$ cat config.mk
export PLATFORM = sky130hd
export DESIGN_NAME = rf_readback_serializer
export DESIGN_NICKNAME = d
export VERILOG_FILES = /design/src/rtl/rf_readback_serializer.sv
export SDC_FILE = /design/constraint.sdc
export NUM_CORES = 1
export LEC_CHECK = 0
export ABC_AREA = 1
export BUFFER_PORTS_ARGS = -buffer_cell sky130_fd_sc_hd__buf_2
export CORE_UTILIZATION = 30
export CTS_CLUSTER_SIZE = 30
export DETAILED_ROUTE_END_ITERATION = 8
export HOLD_SLACK_MARGIN = 0.1
export PLACE_DENSITY_LB_ADDON = 0.25
export SLEW_MARGIN = 20
export SYNTH_ARGS = -nofsm -noshare
export SYNTH_HDL_FRONTEND = slang
export SYNTH_SLANG_ARGS = --single-unit
$ cat constraint.sdc
create_clock -name clk -period 2.6 [get_ports clk]
set_input_delay 0.52 -clock clk [delete_from_list [all_inputs] [get_ports clk]]
set_output_delay 0.52 -clock clk [all_outputs]
set_load 0.05 [all_outputs]
$ cat src/rtl/rf_readback_serializer.sv
// Register-file readback serializer: waits for the read lines to settle, snapshots
// ports A and B, then shifts both words out MSB-first beside a generated shift clock.
module rf_readback_serializer #(
   parameter int WIDTH      = 32,
   parameter int DIV        = 4,
   parameter int SETTLE_CYC = 3
) (
   input  logic             clk,
   input  logic             rst,
   input  logic             start,
   input  logic             cont,
   input  logic [WIDTH-1:0] rla,
   input  logic [WIDTH-1:0] rlb,
   output logic             sclk,
   output logic             sdo_a,
   output logic             sdo_b,
   output logic             frame,
   output logic             busy,
   output logic             done
);

   localparam int SW = (SETTLE_CYC > 0) ? $clog2(SETTLE_CYC + 1) : 1;
   localparam int DW = (DIV > 1) ? $clog2(DIV) : 1;
   localparam int BW = (WIDTH > 1) ? $clog2(WIDTH) : 1;

   localparam logic [SW-1:0] SET_LAST = SW'(SETTLE_CYC);
   localparam logic [DW-1:0] DIV_LAST = DW'(DIV - 1);
   localparam logic [DW-1:0] DIV_HALF = DW'(DIV / 2);
   localparam logic [BW-1:0] BIT_LAST = BW'(WIDTH - 1);

   localparam logic [1:0] ST_IDLE   = 2'd0;
   localparam logic [1:0] ST_SETTLE = 2'd1;
   localparam logic [1:0] ST_SHIFT  = 2'd2;

   logic [1:0]       state_r;
   logic [1:0]       state_nxt_s;
   logic [SW-1:0]    set_cnt_r;
   logic [SW-1:0]    set_cnt_nxt_s;
   logic [DW-1:0]    div_cnt_r;
   logic [DW-1:0]    div_cnt_nxt_s;
   logic [DW-1:0]    div_inc_s;
   logic [BW-1:0]    bit_cnt_r;
   logic [BW-1:0]    bit_cnt_nxt_s;
   // Shift registers hold only the bits not yet presented on sdo_a/sdo_b.
   logic [WIDTH-1:0] shreg_a_r;
   logic [WIDTH-1:0] shreg_a_nxt_s;
   logic [WIDTH-1:0] shreg_b_r;
   logic [WIDTH-1:0] shreg_b_nxt_s;
   logic             sclk_nxt_s;
   logic             sdo_a_nxt_s;
   logic             sdo_b_nxt_s;
   logic             frame_nxt_s;
   logic             busy_nxt_s;
   logic             done_nxt_s;

   assign div_inc_s = div_cnt_r + DW'(1);

   // Next-state and next-output decode for the settle/shift sequencer.
   always_comb begin
      state_nxt_s   = state_r;
      set_cnt_nxt_s = set_cnt_r;
      div_cnt_nxt_s = div_cnt_r;
      bit_cnt_nxt_s = bit_cnt_r;
      shreg_a_nxt_s = shreg_a_r;
      shreg_b_nxt_s = shreg_b_r;
      sclk_nxt_s    = sclk;
      sdo_a_nxt_s   = sdo_a;
      sdo_b_nxt_s   = sdo_b;
      frame_nxt_s   = frame;
      busy_nxt_s    = busy;
      done_nxt_s    = 1'b0;
      case (state_r)
         ST_IDLE: begin
            if (start) begin
               state_nxt_s   = ST_SETTLE;
               set_cnt_nxt_s = {SW{1'b0}};
               busy_nxt_s    = 1'b1;
            end else begin
               state_nxt_s = ST_IDLE;
               busy_nxt_s  = 1'b0;
            end
         end
         ST_SETTLE: begin
            if (set_cnt_r == SET_LAST) begin
               state_nxt_s   = ST_SHIFT;
               shreg_a_nxt_s = {rla[WIDTH-2:0], 1'b0};
               shreg_b_nxt_s = {rlb[WIDTH-2:0], 1'b0};
               sdo_a_nxt_s   = rla[WIDTH-1];
               sdo_b_nxt_s   = rlb[WIDTH-1];
               frame_nxt_s   = 1'b1;
               sclk_nxt_s    = 1'b0;
               div_cnt_nxt_s = {DW{1'b0}};
               bit_cnt_nxt_s = {BW{1'b0}};
            end else begin
               set_cnt_nxt_s = set_cnt_r + SW'(1);
            end
         end
         ST_SHIFT: begin
            if (div_cnt_r != DIV_LAST) begin
               div_cnt_nxt_s = div_inc_s;
               sclk_nxt_s    = (div_inc_s >= DIV_HALF);
            end else if (bit_cnt_r != BIT_LAST) begin
               // Bit boundary: data advances together with the falling shift clock.
               div_cnt_nxt_s = {DW{1'b0}};
               bit_cnt_nxt_s = bit_cnt_r + BW'(1);
               sclk_nxt_s    = 1'b0;
               sdo_a_nxt_s   = shreg_a_r[WIDTH-1];
               sdo_b_nxt_s   = shreg_b_r[WIDTH-1];
               shreg_a_nxt_s = {shreg_a_r[WIDTH-2:0], 1'b0};
               shreg_b_nxt_s = {shreg_b_r[WIDTH-2:0], 1'b0};
            end else begin
               done_nxt_s    = 1'b1;
               frame_nxt_s   = 1'b0;
               sclk_nxt_s    = 1'b0;
               sdo_a_nxt_s   = 1'b0;
               sdo_b_nxt_s   = 1'b0;
               shreg_a_nxt_s = {WIDTH{1'b0}};
               shreg_b_nxt_s = {WIDTH{1'b0}};
               div_cnt_nxt_s = {DW{1'b0}};
               bit_cnt_nxt_s = {BW{1'b0}};
               if (cont) begin
                  state_nxt_s   = ST_SETTLE;
                  set_cnt_nxt_s = {SW{1'b0}};
                  busy_nxt_s    = 1'b1;
               end else begin
                  state_nxt_s = ST_IDLE;
                  busy_nxt_s  = 1'b0;
               end
            end
         end
         default: begin
            state_nxt_s   = ST_IDLE;
            set_cnt_nxt_s = {SW{1'b0}};
            div_cnt_nxt_s = {DW{1'b0}};
            bit_cnt_nxt_s = {BW{1'b0}};
            shreg_a_nxt_s = {WIDTH{1'b0}};
            shreg_b_nxt_s = {WIDTH{1'b0}};
            sclk_nxt_s    = 1'b0;
            sdo_a_nxt_s   = 1'b0;
            sdo_b_nxt_s   = 1'b0;
            frame_nxt_s   = 1'b0;
            busy_nxt_s    = 1'b0;
         end
      endcase
   end

   // State, counters, shift registers and every output register.
   always_ff @(posedge clk or posedge rst) begin
      if (rst) begin
         state_r   <= ST_IDLE;
         set_cnt_r <= {SW{1'b0}};
         div_cnt_r <= {DW{1'b0}};
         bit_cnt_r <= {BW{1'b0}};
         shreg_a_r <= {WIDTH{1'b0}};
         shreg_b_r <= {WIDTH{1'b0}};
         sclk      <= 1'b0;
         sdo_a     <= 1'b0;
         sdo_b     <= 1'b0;
         frame     <= 1'b0;
         busy      <= 1'b0;
         done      <= 1'b0;
      end else begin
         state_r   <= state_nxt_s;
         set_cnt_r <= set_cnt_nxt_s;
         div_cnt_r <= div_cnt_nxt_s;
         bit_cnt_r <= bit_cnt_nxt_s;
         shreg_a_r <= shreg_a_nxt_s;
         shreg_b_r <= shreg_b_nxt_s;
         sclk      <= sclk_nxt_s;
         sdo_a     <= sdo_a_nxt_s;
         sdo_b     <= sdo_b_nxt_s;
         frame     <= frame_nxt_s;
         busy      <= busy_nxt_s;
         done      <= done_nxt_s;
      end
   end

endmodule

==> results.py <==
metrics = {
    "timing": {
        "post-route-period-util_pct": 81.3,
        "tns_ns": 0,
        "worstMarginPinSlew_ns": 0.676,
        "whs_ns": 0.243,
        "fin_ws_ns": 0.487,
        "period_minus_slack_ns": 2.11,
        "drv_slew": 0,
        "max_freq_mhz": 473,
        "skew_ns": 0.00472,
        "rsz0062_at_grt": "no",
        "slew_headroom_pct": 54.9,
        "setup-violations-final": 0,
        "hold_viol": 0,
    },
    "clock_tree": {
        "clockRootBuffer": "clkbuf_16",
        "clk_pin_slew_worst_paths_ns": 0.06,
        "cts_hold_buf": 0,
        "cts_tree": "done",
        "clockBufferDepth": 2,
        "clk_latency_ns": 0.33,
        "cts_setup_buffers": 0,
        "clock_sinks": 78,
        "cts_max_level": 3,
        "cts_buffers": 9,
        "cts-resized-gates": 0,
    },
    "min_path": {
        "hold_path_class": "input pin to asynchronous set/reset pin",
    },
    "die": {
        "ios": 74,
        "core_sq_mm": 0.0132,
        "rows": 42,
        "dieArea_sq_mm": 0.0140,
        "die_x_um": 118,
        "die_h_um": 118,
        "start_util_pct": 30.7,
    },
    "placement": {
        "gp_congestion": 0.747,
        "dpl.cell_count": 814,
        "dp_hpwl_mm": 6.12,
        "place_ws_ns": 0.487,
        "port_buffers": 73,
        "place_area_sq_mm": 0.00456,
    },
    "synthesis": {
        "seq_area_frac_synth_pct": 48.2,
        "synth-seq-cells": 78,
        "syn_area_sq_mm": 0.00405,
        "synth_cell_type_count": 22,
        "syn_area_per_cell_sq_um": 6.94,
        "synthCells": 584,
        "syn_nets": 661,
        "ys_warn_count": 0,
    },
    "finish": {
        "drive_gt1_share_pct": 15.9,
        "diodes": 0,
        "fillerInstances": 1416,
        "fin_cells": 830,
        "area_growth_pct": 20.0,
        "nets": 726,
        "final_area_sq_mm": 0.00486,
    },
    "global_routing": {
        "grt_max_degree": 68,
        "track_usage_pct": 14.5,
        "antenna_found_initial": 0,
        "first_global_vias": 3468,
        "grt_pass1_wl_mm": 16.3,
        "grt_overflow_total": 0,
    },
    "critical_path": {
        "critPathMaxFanout": 23,
        "critPathKind": "flop to flop",
        "worst_setup_path_start_kind": "flop",
        "cp.required_ns": 2.87,
        "path_delay_family": "buffers and inverters",
        "crit_path_frequent_cell": "nand2_1",
        "cpPeakStageDelay_ns": 0.45,
        "worstPathArrival_ns": 2.38,
        "crit_path_top_delay_cell": "ha_1",
        "crit_path_end_kind": "flop",
        "cp_cell_sequence": "inv_1, ha_1, nand2_2, inv_2, buf_4, nand2_1, nand2_1, nand2_1, nand2_1",
        "cp_num_buf_inv": 3,
    },
    "detailed_routing": {
        "drt_first_pass_iters": 9,
        "totalWireLength_mm": 9.40,
        "ant_nets": 0,
        "dr_total_vias": 3555,
        "routedWlPerCell_um": 11.3,
        "viasPerCell": 4.28,
        "drc_errors": 3,
        "drtIter0Drc": 193,
    },
    "power_and_ir_drop": {
        "peakVddDrop_v": 0.000277,
        "p_leak_uw": 0.00283,
        "p_per_area_mw_per_mm2": 551,
    },
    "run": {
        "drv_cap": 0,
    },
    "status": {
        "violations": "DRC",
        "outcome": "finished with violations",
    },
}
sequential cells by signal (all words and copies together) (netlist names), 2 cells and up:
| name | count |
|---|---|
| shreg_b_r | 31 |
| shreg_a_r | 31 |
| state_r | 2 |
| set_cnt_r | 2 |
| bit_cnt_r | 5 |
final timing paths:
check	slack, ns	startpoint	cells past startpoint	endpoint
max in group asynchronous	1.64	rst	3	done
worst max register to register	0.49	state_r[0]	9	shreg_a_r[21]
worst min-delay path	0.24	rst	2	shreg_b_r[30]
worst max-delay path	0.49	state_r[0]	9	shreg_a_r[21]
min in group clk	0.46	rla[0]	3	shreg_a_r[1]
worst min register to register	0.48	sdo_b	2	sdo_b
worst register-to-register path, delay by kind of cell, from the launching register on:
family	cells	cell delay (ns)
buffers and inverters	3	0.75
DFF	1	0.42
and+or+nand+nor	5	0.43
adders and majority gates	1	0.45
cell type report:
cell class                 count  area (sq um)  share of cell area [%]
clock buffer                  11           243                    4.99
inverter                      24          91.3                    1.88
multi-input combinational    454          1840                    37.9
tap                          176           220                    4.53
sequential                    78          1950                    40.1
clock inverter                 5          58.8                    1.21
timing repair buffer          82           458                    9.41
layer usage:
layer	up-vias	wire [um]	GRT usage, %
li1	1873	-	-
met1	1599	4680	19.1
met2	73	4220	23.6
met3	10	358	2.22
met4	0	148	5.77
met5	-	0	0
per-stage QoR:
step / total power, uW / utilization, %
finish: 2680 / 36.9
floorplan: 1360 / -
detailed placement: 1440 / 34.6
CTS: 2720 / 36.9
global placement: 1430 / 34.6
global route: 2790 / 36.9
synth_stat cells:
| cell | number | area share (%) |
|---|---|---|
| nand2_1 | 412 | 38 |
| dfrtp_1 | 78 | 48 |
| inv_1 | 23 | 2.1 |
| buf_2 | 17 | 2.1 |
| ha_1 | 9 | 2.8 |
| nand3_1 | 7 | 0.86 |
| nor2_1 | 7 | 0.65 |
| buf_4 | 6 | 1.1 |
| o21ai_0 | 5 | 0.62 |
| o21ai_1 | 4 | 0.49 |
| buf_6 | 3 | 0.83 |
| a21oi_1 | 2 | 0.25 |
| clkbuf_1 | 2 | 0.19 |
| inv_2 | 1 | 0.093 |
| nand2_2 | 1 | 0.15 |
| nand2_4 | 1 | 0.28 |
| nand3_2 | 1 | 0.25 |
| nand3b_1 | 1 | 0.19 |
| nand4_1 | 1 | 0.15 |
| nor2_4 | 1 | 0.28 |
| nor3_1 | 1 | 0.12 |
| o22ai_1 | 1 | 0.15 |
report_power, final:
| part | internal (uW) | total, uW | switching, uW |
|---|---|---|---|
| clock network | 770 | 1270 | 499 |
| logic | 65.8 | 147 | 80.7 |
| registers | 1250 | 1270 | 17.9 |
cell usage in the layout, fill, tap and decap left out, drive strengths merged:
| master | netlist | routed |
|---|---|---|
| ha | 9 | 9 |
| inv | 24 | 23 |
| clkinv | 0 | 3 |
| nand3 | 8 | 8 |
| nand2 | 414 | 414 |
| a21oi | 2 | 2 |
| dfrtp | 78 | 78 |
| nor2 | 8 | 8 |
| o21ai | 9 | 9 |
| clkbuf | 2 | 11 |
| clkinvlp | 0 | 2 |
| nand4 | 1 | 1 |
| o22ai | 1 | 1 |
| nand3b | 1 | 1 |
| buf | 26 | 82 |
| bufinv | 0 | 1 |
| nor3 | 1 | 1 |
logic make-up after synthesis:
| logic type | after synthesis | synth area share (%) |
|---|---|---|
| DFF | 78 | 48.2 |
| and+or+nand+nor | 433 | 41.1 |
| buffers and inverters | 52 | 6.45 |
| adders and majority gates | 9 | 2.78 |
| AOI/OAI and AO/OA | 12 | 1.51 |
Power figures use the tool's default switching activity.
